**config.mk**
```make
export PLATFORM = sky130hd
export DESIGN_NAME = id_operand_stage
export DESIGN_NICKNAME = d
export VERILOG_FILES = /design/src/rtl/id_operand_stage.sv
export SDC_FILE = /design/constraint.sdc
export NUM_CORES = 1
export LEC_CHECK = 0
export CAP_MARGIN = 20
export CELL_PAD_IN_SITES_DETAIL_PLACEMENT = 0
export CELL_PAD_IN_SITES_GLOBAL_PLACEMENT = 1
export CORE_ASPECT_RATIO = 0.6
export CORE_MARGIN = 3
export CORE_UTILIZATION = 35
export CTS_BUF_LIST = sky130_fd_sc_hd__clkbuf_16
export DETAILED_ROUTE_END_ITERATION = 8
export PLACE_DENSITY = 0.89
export SLEW_MARGIN = 40
export SYNTH_ARGS = -nofsm -noshare
export SYNTH_HDL_FRONTEND = slang
export SYNTH_SLANG_ARGS = --single-unit
```
**constraint.sdc**
```tcl
create_clock -name clk -period 3.4 [get_ports clk]
set_input_delay 1.02 -clock clk [delete_from_list [all_inputs] [get_ports clk]]
set_output_delay 1.02 -clock clk [all_outputs]
set_load 0.01 [all_outputs]
```
**src/rtl/id_operand_stage.sv**
```systemverilog
// Decode / operand-fetch stage in front of the 32x32 register file.
// Holds one MIPS-I instruction, decodes it, issues register-file reads once
// its sources are free of pending writers, then presents the operand bundle
// to execute. A per-register pending-write scoreboard tracks in-flight writers.
module id_operand_stage #(
    parameter int unsigned DATA_W = 32,
    parameter int unsigned REG_AW = 5,
    parameter bit          SB_EN  = 1'b1
) (
    input  logic              clk,
    input  logic              rst_n,
    // fetch side
    input  logic              if_valid,
    output logic              if_ready,
    input  logic [DATA_W-1:0] if_instr,
    input  logic [DATA_W-1:0] if_pc,
    // register file read ports
    output logic [REG_AW-1:0] rf_read_reg1,
    output logic              rf_read_en1,
    output logic [REG_AW-1:0] rf_read_reg2,
    output logic              rf_read_en2,
    input  logic [DATA_W-1:0] rf_read_data1,
    input  logic [DATA_W-1:0] rf_read_data2,
    // writeback snoop
    input  logic              wb_valid,
    input  logic [REG_AW-1:0] wb_reg,
    // pipeline control
    input  logic              flush,
    // execute side
    output logic              ex_valid,
    input  logic              ex_ready,
    output logic [5:0]        ex_opcode,
    output logic [5:0]        ex_funct,
    output logic [DATA_W-1:0] ex_rs_val,
    output logic [DATA_W-1:0] ex_rt_val,
    output logic [DATA_W-1:0] ex_imm,
    output logic [REG_AW-1:0] ex_dest,
    output logic [DATA_W-1:0] ex_pc,
    output logic              ex_illegal
);

    localparam int unsigned NREG  = 1 << REG_AW;
    localparam int unsigned OP_W  = 6;
    localparam int unsigned IMM_W = 16;

    typedef enum logic [1:0] {
        S_IDLE  = 2'd0,
        S_CHECK = 2'd1,
        S_READ  = 2'd2,
        S_OUT   = 2'd3
    } state_t;

    state_t state_q;
    state_t state_d;

    logic [DATA_W-1:0] instr_q;
    logic [DATA_W-1:0] pc_q;
    logic [NREG-1:0]   sb_q;
    logic [NREG-1:0]   sb_d;

    // instruction fields of the held instruction
    logic [OP_W-1:0]   op;
    logic [REG_AW-1:0] rs;
    logic [REG_AW-1:0] rt;
    logic [REG_AW-1:0] rd;
    logic [IMM_W-1:0]  imm16;
    logic [DATA_W-1:0] imm_sext;
    logic [DATA_W-1:0] imm_zext;
    logic [DATA_W-1:0] imm_jump;

    // decode results
    logic              use_rs;
    logic              use_rt;
    logic [REG_AW-1:0] dest;
    logic [DATA_W-1:0] imm;
    logic              illegal;

    // hazard detection
    logic              pend_rs;
    logic              pend_rt;
    logic              hazard;

    // FSM strobes
    logic              accept;
    logic              capture;
    logic              issue;

    assign op       = instr_q[31:26];
    assign rs       = REG_AW'(instr_q[25:21]);
    assign rt       = REG_AW'(instr_q[20:16]);
    assign rd       = REG_AW'(instr_q[15:11]);
    assign imm16    = instr_q[15:0];
    assign imm_sext = {{(DATA_W-IMM_W){imm16[IMM_W-1]}}, imm16};
    assign imm_zext = {{(DATA_W-IMM_W){1'b0}}, imm16};
    assign imm_jump = {pc_q[DATA_W-1 -: 4], instr_q[25:0], 2'b00};

    assign rf_read_reg1 = rs;
    assign rf_read_reg2 = rt;

    // Opcode decode: source usage, destination, immediate form.
    // R-type and illegal opcodes carry no immediate (ex_imm = 0).
    always_comb begin
        use_rs  = 1'b0;
        use_rt  = 1'b0;
        dest    = '0;
        imm     = '0;
        illegal = 1'b0;
        case (op)
            6'h00: begin
                use_rs = 1'b1;
                use_rt = 1'b1;
                dest   = rd;
            end
            6'h08, 6'h09, 6'h0A, 6'h0B: begin
                use_rs = 1'b1;
                dest   = rt;
                imm    = imm_sext;
            end
            6'h0C, 6'h0D, 6'h0E: begin
                use_rs = 1'b1;
                dest   = rt;
                imm    = imm_zext;
            end
            6'h0F: begin
                dest = rt;
                imm  = imm_zext << IMM_W;
            end
            6'h23: begin
                use_rs = 1'b1;
                dest   = rt;
                imm    = imm_sext;
            end
            6'h2B: begin
                use_rs = 1'b1;
                use_rt = 1'b1;
                imm    = imm_sext;
            end
            6'h04, 6'h05: begin
                use_rs = 1'b1;
                use_rt = 1'b1;
                imm    = imm_sext << 2;
            end
            6'h02: begin
                imm = imm_jump;
            end
            6'h03: begin
                imm  = imm_jump;
                dest = REG_AW'(31);
            end
            default: begin
                illegal = 1'b1;
            end
        endcase
    end

    // A source is pending unless it is $0 or its writer retires this cycle
    // (the regfile writes on negedge, so the posedge read sees the new value).
    assign pend_rs = sb_q[rs] && !(wb_valid && (wb_reg == rs)) && (rs != '0);
    assign pend_rt = sb_q[rt] && !(wb_valid && (wb_reg == rt)) && (rt != '0);
    assign hazard  = SB_EN && ((use_rs && pend_rs) || (use_rt && pend_rt));

    // State register.
    always_ff @(posedge clk) begin
        if (!rst_n) begin
            state_q <= S_IDLE;
        end else begin
            state_q <= state_d;
        end
    end

    // Next-state logic; flush overrides every state.
    always_comb begin
        state_d = state_q;
        if (flush) begin
            state_d = S_IDLE;
        end else begin
            case (state_q)
                S_IDLE:  if (if_valid) state_d = S_CHECK;
                S_CHECK: if (!hazard)  state_d = S_READ;
                S_READ:  state_d = S_OUT;
                S_OUT:   if (ex_ready) state_d = S_IDLE;
                default: state_d = S_IDLE;
            endcase
        end
    end

    // Handshake, read-enable and datapath strobes decoded from state.
    always_comb begin
        if_ready    = 1'b0;
        rf_read_en1 = 1'b0;
        rf_read_en2 = 1'b0;
        accept      = 1'b0;
        capture     = 1'b0;
        issue       = 1'b0;
        if (rst_n) begin
            case (state_q)
                S_IDLE: begin
                    if_ready = 1'b1;
                    accept   = if_valid && !flush;
                end
                S_CHECK: begin
                    if (!hazard && !flush) begin
                        rf_read_en1 = use_rs;
                        rf_read_en2 = use_rt;
                    end
                end
                S_READ: begin
                    capture = !flush;
                end
                S_OUT: begin
                    issue = ex_ready && !flush;
                end
                default: ;
            endcase
        end
    end

    // Latch the accepted instruction and its pc.
    always_ff @(posedge clk) begin
        if (!rst_n) begin
            instr_q <= '0;
            pc_q    <= '0;
        end else if (accept) begin
            instr_q <= if_instr;
            pc_q    <= if_pc;
        end
    end

    // Capture the operand bundle when the register-file data arrives.
    always_ff @(posedge clk) begin
        if (!rst_n) begin
            ex_opcode  <= '0;
            ex_funct   <= '0;
            ex_rs_val  <= '0;
            ex_rt_val  <= '0;
            ex_imm     <= '0;
            ex_dest    <= '0;
            ex_pc      <= '0;
            ex_illegal <= 1'b0;
        end else if (capture) begin
            ex_opcode  <= op;
            ex_funct   <= instr_q[5:0];
            ex_rs_val  <= use_rs ? rf_read_data1 : '0;
            ex_rt_val  <= use_rt ? rf_read_data2 : '0;
            ex_imm     <= imm;
            ex_dest    <= dest;
            ex_pc      <= pc_q;
            ex_illegal <= illegal;
        end
    end

    // Bundle valid: raised on capture, dropped on hand-off or flush.
    always_ff @(posedge clk) begin
        if (!rst_n) begin
            ex_valid <= 1'b0;
        end else if (flush) begin
            ex_valid <= 1'b0;
        end else if (capture) begin
            ex_valid <= 1'b1;
        end else if (issue) begin
            ex_valid <= 1'b0;
        end
    end

    // Scoreboard update: writeback clears first, issue sets last so it wins.
    always_comb begin
        sb_d = sb_q;
        if (wb_valid) begin
            sb_d[wb_reg] = 1'b0;
        end
        if (issue && (ex_dest != '0)) begin
            sb_d[ex_dest] = 1'b1;
        end
    end

    // Scoreboard register.
    always_ff @(posedge clk) begin
        if (!rst_n) begin
            sb_q <= '0;
        end else begin
            sb_q <= sb_d;
        end
    end

endmodule
```
==> results.txt <==
----------------------------------------------------
[Drt]
  Post-Route M1 WL ... 15990 µm
  Residual DRC count ... 0
  Vias/cell ... 5.191
  Length of routed met3 wiring ... 3692 µm
  Wire length per cell ... 18.83 µm
  Post-DRT Antenna Nets ... 0
  Highest metal layer used by the detailed router ... met5
  Number of vias after detailed routing ... 9613
  Met2 Routed Length ... 14570 µm
  Count of TritonRoute iterations in the first routing pass ... 5
  Number of DRC markers after the initial detailed-route iteration ... 717
  Routed WL ... 34870 µm

[Yosys]
  Post-synth top area share ... 48.56%
  Largest area contributor in the synthesized netlist ... sky130_fd_sc_hd__dfxtp_1
  Syn Inst Count ... 1168
  Flip-flop and latch count after synthesis ... 244
  Total standard cell area after synthesis ... 10060 µm²
  Number of flops mapped to enable cells by yosys ... 0
  Ys Warns ... 0
  Most used flip-flop cell after synthesis ... sky130_fd_sc_hd__dfxtp_1
  Net Count, Synth ... 1312
  Count of unique library cells instantiated by Yosys ... 51
  Most common cell in the synthesized netlist ... sky130_fd_sc_hd__nand2_1
  Top cells by instance count after synthesis ... sky130_fd_sc_hd__nand2_1 (301), sky130_fd_sc_hd__dfxtp_1 (244), sky130_fd_sc_hd__o21ai_0 (120)
  Sequential share of the synthesized area ... 48.56%
  Cell types with the largest area share after synthesis ... sky130_fd_sc_hd__dfxtp_1 (49%), sky130_fd_sc_hd__nand2_1 (11%), sky130_fd_sc_hd__o21ai_0 (6.0%)
  Average cell area after synthesis ... 8.613 µm²
  Share of synthesized flip-flops with an asynchronous set or reset ... 0%

[Global route]
  Final global-route overflow total ... 0
  Initial antenna violation count ... 3
  Largest net degree at the start of global routing ... 179
  Aggregate global-route resource usage ... 21.41%
  Global-route wire length before repair ... 52300 µm
  Number of global-route vias before repair ... 9084

[Worst setup path]
  Cell repeated most along the worst path ... sky130_fd_sc_hd__buf_4
  Endpoint of the worst-slack reg-to-reg timing path ... state_q[1]
  Required time at the worst-slack endpoint ... 3.78 ns
  Critical-path cell list ... dlygate4sd2_1 > buf_6 > xnor2_2 > nand3_1 > nand2b_1 > buf_4 > buf_4 > buf_4 > buf_4 > buf_4 > buf_4 > buf_4 > buf_4 > buf_4 > buf_4 > buf_4 > buf_4 > o221ai_2 > o221ai_1
  Cell family with most CP delay ... buffers and inverters
  FF-to-FF setup slack ... 0.06 ns
  Number of cell instances on the worst register-to-register path ... 18
  Worst path max stage delay ... 0.26 ns
  Critical path fanouts, max ... 5
  Timing endpoint of the critical path ... state_q[1]
  Worst flop-to-flop path startpoint ... instr_q[27]
  Number of gates on the worst path with buffers counted ... 19
  Category of the critical setup timing path ... in2reg
  Count of buffer and inverter cells on the critical path ... 14
  Worst Setup Start Kind ... input pin
  Crit. End Element ... register
  Highest-delay cell along the critical path ... sky130_fd_sc_hd__dlygate4sd2_1
  Arrival time of the worst setup path ... 3.73 ns
  Critical Path Start ... wb_reg[0]

[Run]
  Number of maximum-capacitance constraint violations ... 0

[CTS]
  Inserted Clock Buffers ... 24
  TritonCTS clock tree ... done
  Insertion delay of the later-clocked pin in the worst-skew pair ... 0.53 ns
  Clock slew at reported path FFs ... 0.06 ns
  Number of levels the H-tree was split into ... 1
  Max clock buf depth ... 3
  Clock tree root buffer cell ... sky130_fd_sc_hd__clkbuf_16
  Clock sink count ... 244
  Hold Buf Count CTS ... 0

[STA]
  Unrepaired setup endpoints after global routing ... true
  Worst slew slack as a fraction of its limit ... 49.42%
  Number of setup violations in the final report ... 0
  Fmax ... 0.2979 GHz
  Fin crit period ... 3.357 ns
  Slew at the pin closest to its max-slew limit ... 0.7587 ns
  Worst-case clock skew ... 0.02648 ns
  Number of max-slew violations in the final report ... 0
  Share of the clock period used by the worst path after layout ... 98.73%
  Number of hold violations in the final report ... 0

[Outcome]
  Result of the run ... finished clean

[Floorplanning]
  CORE AREA ... 27930 µm²
  Die W ... 224.9 µm
  Vertical extent of the die ... 137.3 µm
  Top-Level Pins ... 299
  Number of rows in the core area ... 47
  Initial core utilization ... 36.01%
  Die area ... 30880 µm²

[Final layout]
  Count of placed standard cells in the final layout, fillers left out ... 1852
  Area added between synthesis and finish ... 44.95%
  Final #Nets ... 1611
  Number of inserted filler cells in the final layout ... 2599
  Fraction of layout cells with a size suffix above 1 ... 11.19%

[Placed design]
  Cells after DPL ... 1774
  Post-DP HPWL ... 24470 µm
  Port bufs ... 298
  Final weighted congestion of routability-driven global placement ... 0.9520

[Hold path]
  Source of the worst hold timing path ... pc_q[0]
  Worst min-delay path class ... reg2reg

[Pwr]
  Pleak ... 5.432 nW
  Post-route total power ... 0.006244 W
  Worst ir drop on vdd ... 0.3417 mV
  Total power divided by cell area ... 428.2 nW/µm²

----------------------------------------------------
-- report_power, final --
| group | switching (W) | total [W] | internal, W | leakage [nW] |
|---|---|---|---|---|
| Sequential | 0.0000793 | 0.00300 | 0.00292 | 1.98 |
| Combinational | 0.000332 | 0.000710 | 0.000378 | 3.08 |
| Clock | 0.00113 | 0.00253 | 0.00140 | 0.378 |
-- worst min-delay path by stage --
stage                 to  slack [ns]  depth (start not counted)
2_1_floorplan   ex_pc[0]        0.42                          2
6_report        ex_pc[0]        0.43                          2
4_1_cts         ex_pc[0]        0.44                          2
5_1_grt         ex_pc[7]        0.45                          2
3_5_place_dp   ex_pc[13]        0.43                          2
3_3_place_gp   ex_pc[18]        0.42                          2
-- worst register-to-register path: cells and delay by family (launching register included) --
kind	cells	cell delay [ns]
AO/OA/AOI/OAI	3	0.65
buffers and inverters	12	1.57
flip-flops	1	0.41
AND/OR/NAND/NOR	3	0.58
-- stage by stage --
step           instance area, µm²  utilization, %  setup TNS, ns  setup slack [ns]  hold slack [ns]
2_1_floorplan               10060               -              0            0.1553           0.4154
3_3_place_gp                13460           48.19         -1.350           -0.6786           0.4229
3_5_place_dp                13470           48.21         -1.490           -0.7557           0.4261
4_1_cts                     14440           51.69      -0.009025         -0.009025           0.4374
5_1_grt                     14580           52.20        -0.1169          -0.04772           0.4489
6_report                    14580           52.20              0           0.04301           0.4311
-- per-layer routing --
metal	track usage (%)	up-vias
li1	-	4644
met4	4.267	2
met5	0	-
met1	30.52	4528
met3	7.134	47
met2	31.61	392
-- kinds of logic after synthesis --
logic type      count (synthesis)  synth area share [%]
compound gates                319                 21.78
xor+xnor                       10                0.8707
fa+ha+maj                       5                0.6219
buf+inv                       112                 4.764
flops                         244                 48.56
mux                            22                 3.321
simple gates                  456                 20.09
-- final cells by class --
class,count,area (µm²),share of cell area (%)
antenna,2,5.005,0.03432
clock buffer,25,625.6,4.290
clock inverter,17,102.6,0.7036
inverter,7,26.28,0.1802
multi-input combinational,812,4811,32.99
sequential,244,4908,33.66
tap,367,459.2,3.149
timing repair buffer,378,3643,24.99
-- state kept, by name, indices dropped and copies added (netlist names) --
name and flops:
ex_dest 5, ex_funct 6, ex_illegal 1, ex_imm 32, ex_opcode 6, ex_pc 32
ex_rs_val 32, ex_rt_val 32, ex_valid 1, instr_q 32, pc_q 32, sb_q 31
state_q 2
-- cell usage in the layout, fill, tap and decap left out, types with 3 or more instances in the layout --
| cell | instances |
|---|---|
| sky130_fd_sc_hd__a21oi_1 | 15 |
| sky130_fd_sc_hd__xor2_1 | 6 |
| sky130_fd_sc_hd__a21boi_1 | 7 |
| sky130_fd_sc_hd__dfxtp_1 | 235 |
| sky130_fd_sc_hd__buf_2 | 3 |
| sky130_fd_sc_hd__nand3_1 | 58 |
| sky130_fd_sc_hd__nor4_1 | 4 |
| sky130_fd_sc_hd__nor2_1 | 15 |
| sky130_fd_sc_hd__mux4_2 | 7 |
| sky130_fd_sc_hd__ha_1 | 5 |
| sky130_fd_sc_hd__nor3b_1 | 4 |
| sky130_fd_sc_hd__nand2b_1 | 5 |
| sky130_fd_sc_hd__buf_12 | 5 |
| sky130_fd_sc_hd__a21boi_0 | 43 |
| sky130_fd_sc_hd__clkinv_1 | 5 |
| sky130_fd_sc_hd__nor3_1 | 3 |
| sky130_fd_sc_hd__nor2b_1 | 9 |
| sky130_fd_sc_hd__nand2_1 | 300 |
| sky130_fd_sc_hd__mux2i_1 | 12 |
| sky130_fd_sc_hd__buf_4 | 73 |
| sky130_fd_sc_hd__o211a_1 | 5 |
| sky130_fd_sc_hd__dfxtp_4 | 5 |
| sky130_fd_sc_hd__clkdlybuf4s50_1 | 290 |
| sky130_fd_sc_hd__dfxtp_2 | 4 |
| sky130_fd_sc_hd__a22o_1 | 65 |
| sky130_fd_sc_hd__buf_6 | 3 |
| sky130_fd_sc_hd__clkinv_2 | 3 |
| sky130_fd_sc_hd__o21ai_0 | 120 |
| sky130_fd_sc_hd__nand3b_1 | 9 |
| sky130_fd_sc_hd__and2_1 | 22 |
| sky130_fd_sc_hd__clkbuf_16 | 25 |
| sky130_fd_sc_hd__a22oi_1 | 29 |
| sky130_fd_sc_hd__a21o_1 | 15 |
| sky130_fd_sc_hd__and3b_1 | 3 |
| sky130_fd_sc_hd__inv_1 | 13 |
-- what timing repair did --
action,CTS,global route
pin swaps,6,12
cloned,0,0
gates resized for setup,39,36
setup buffers,26,10
endpoints found under the setup margin,2,4
(Power assumes the default switching activity.)
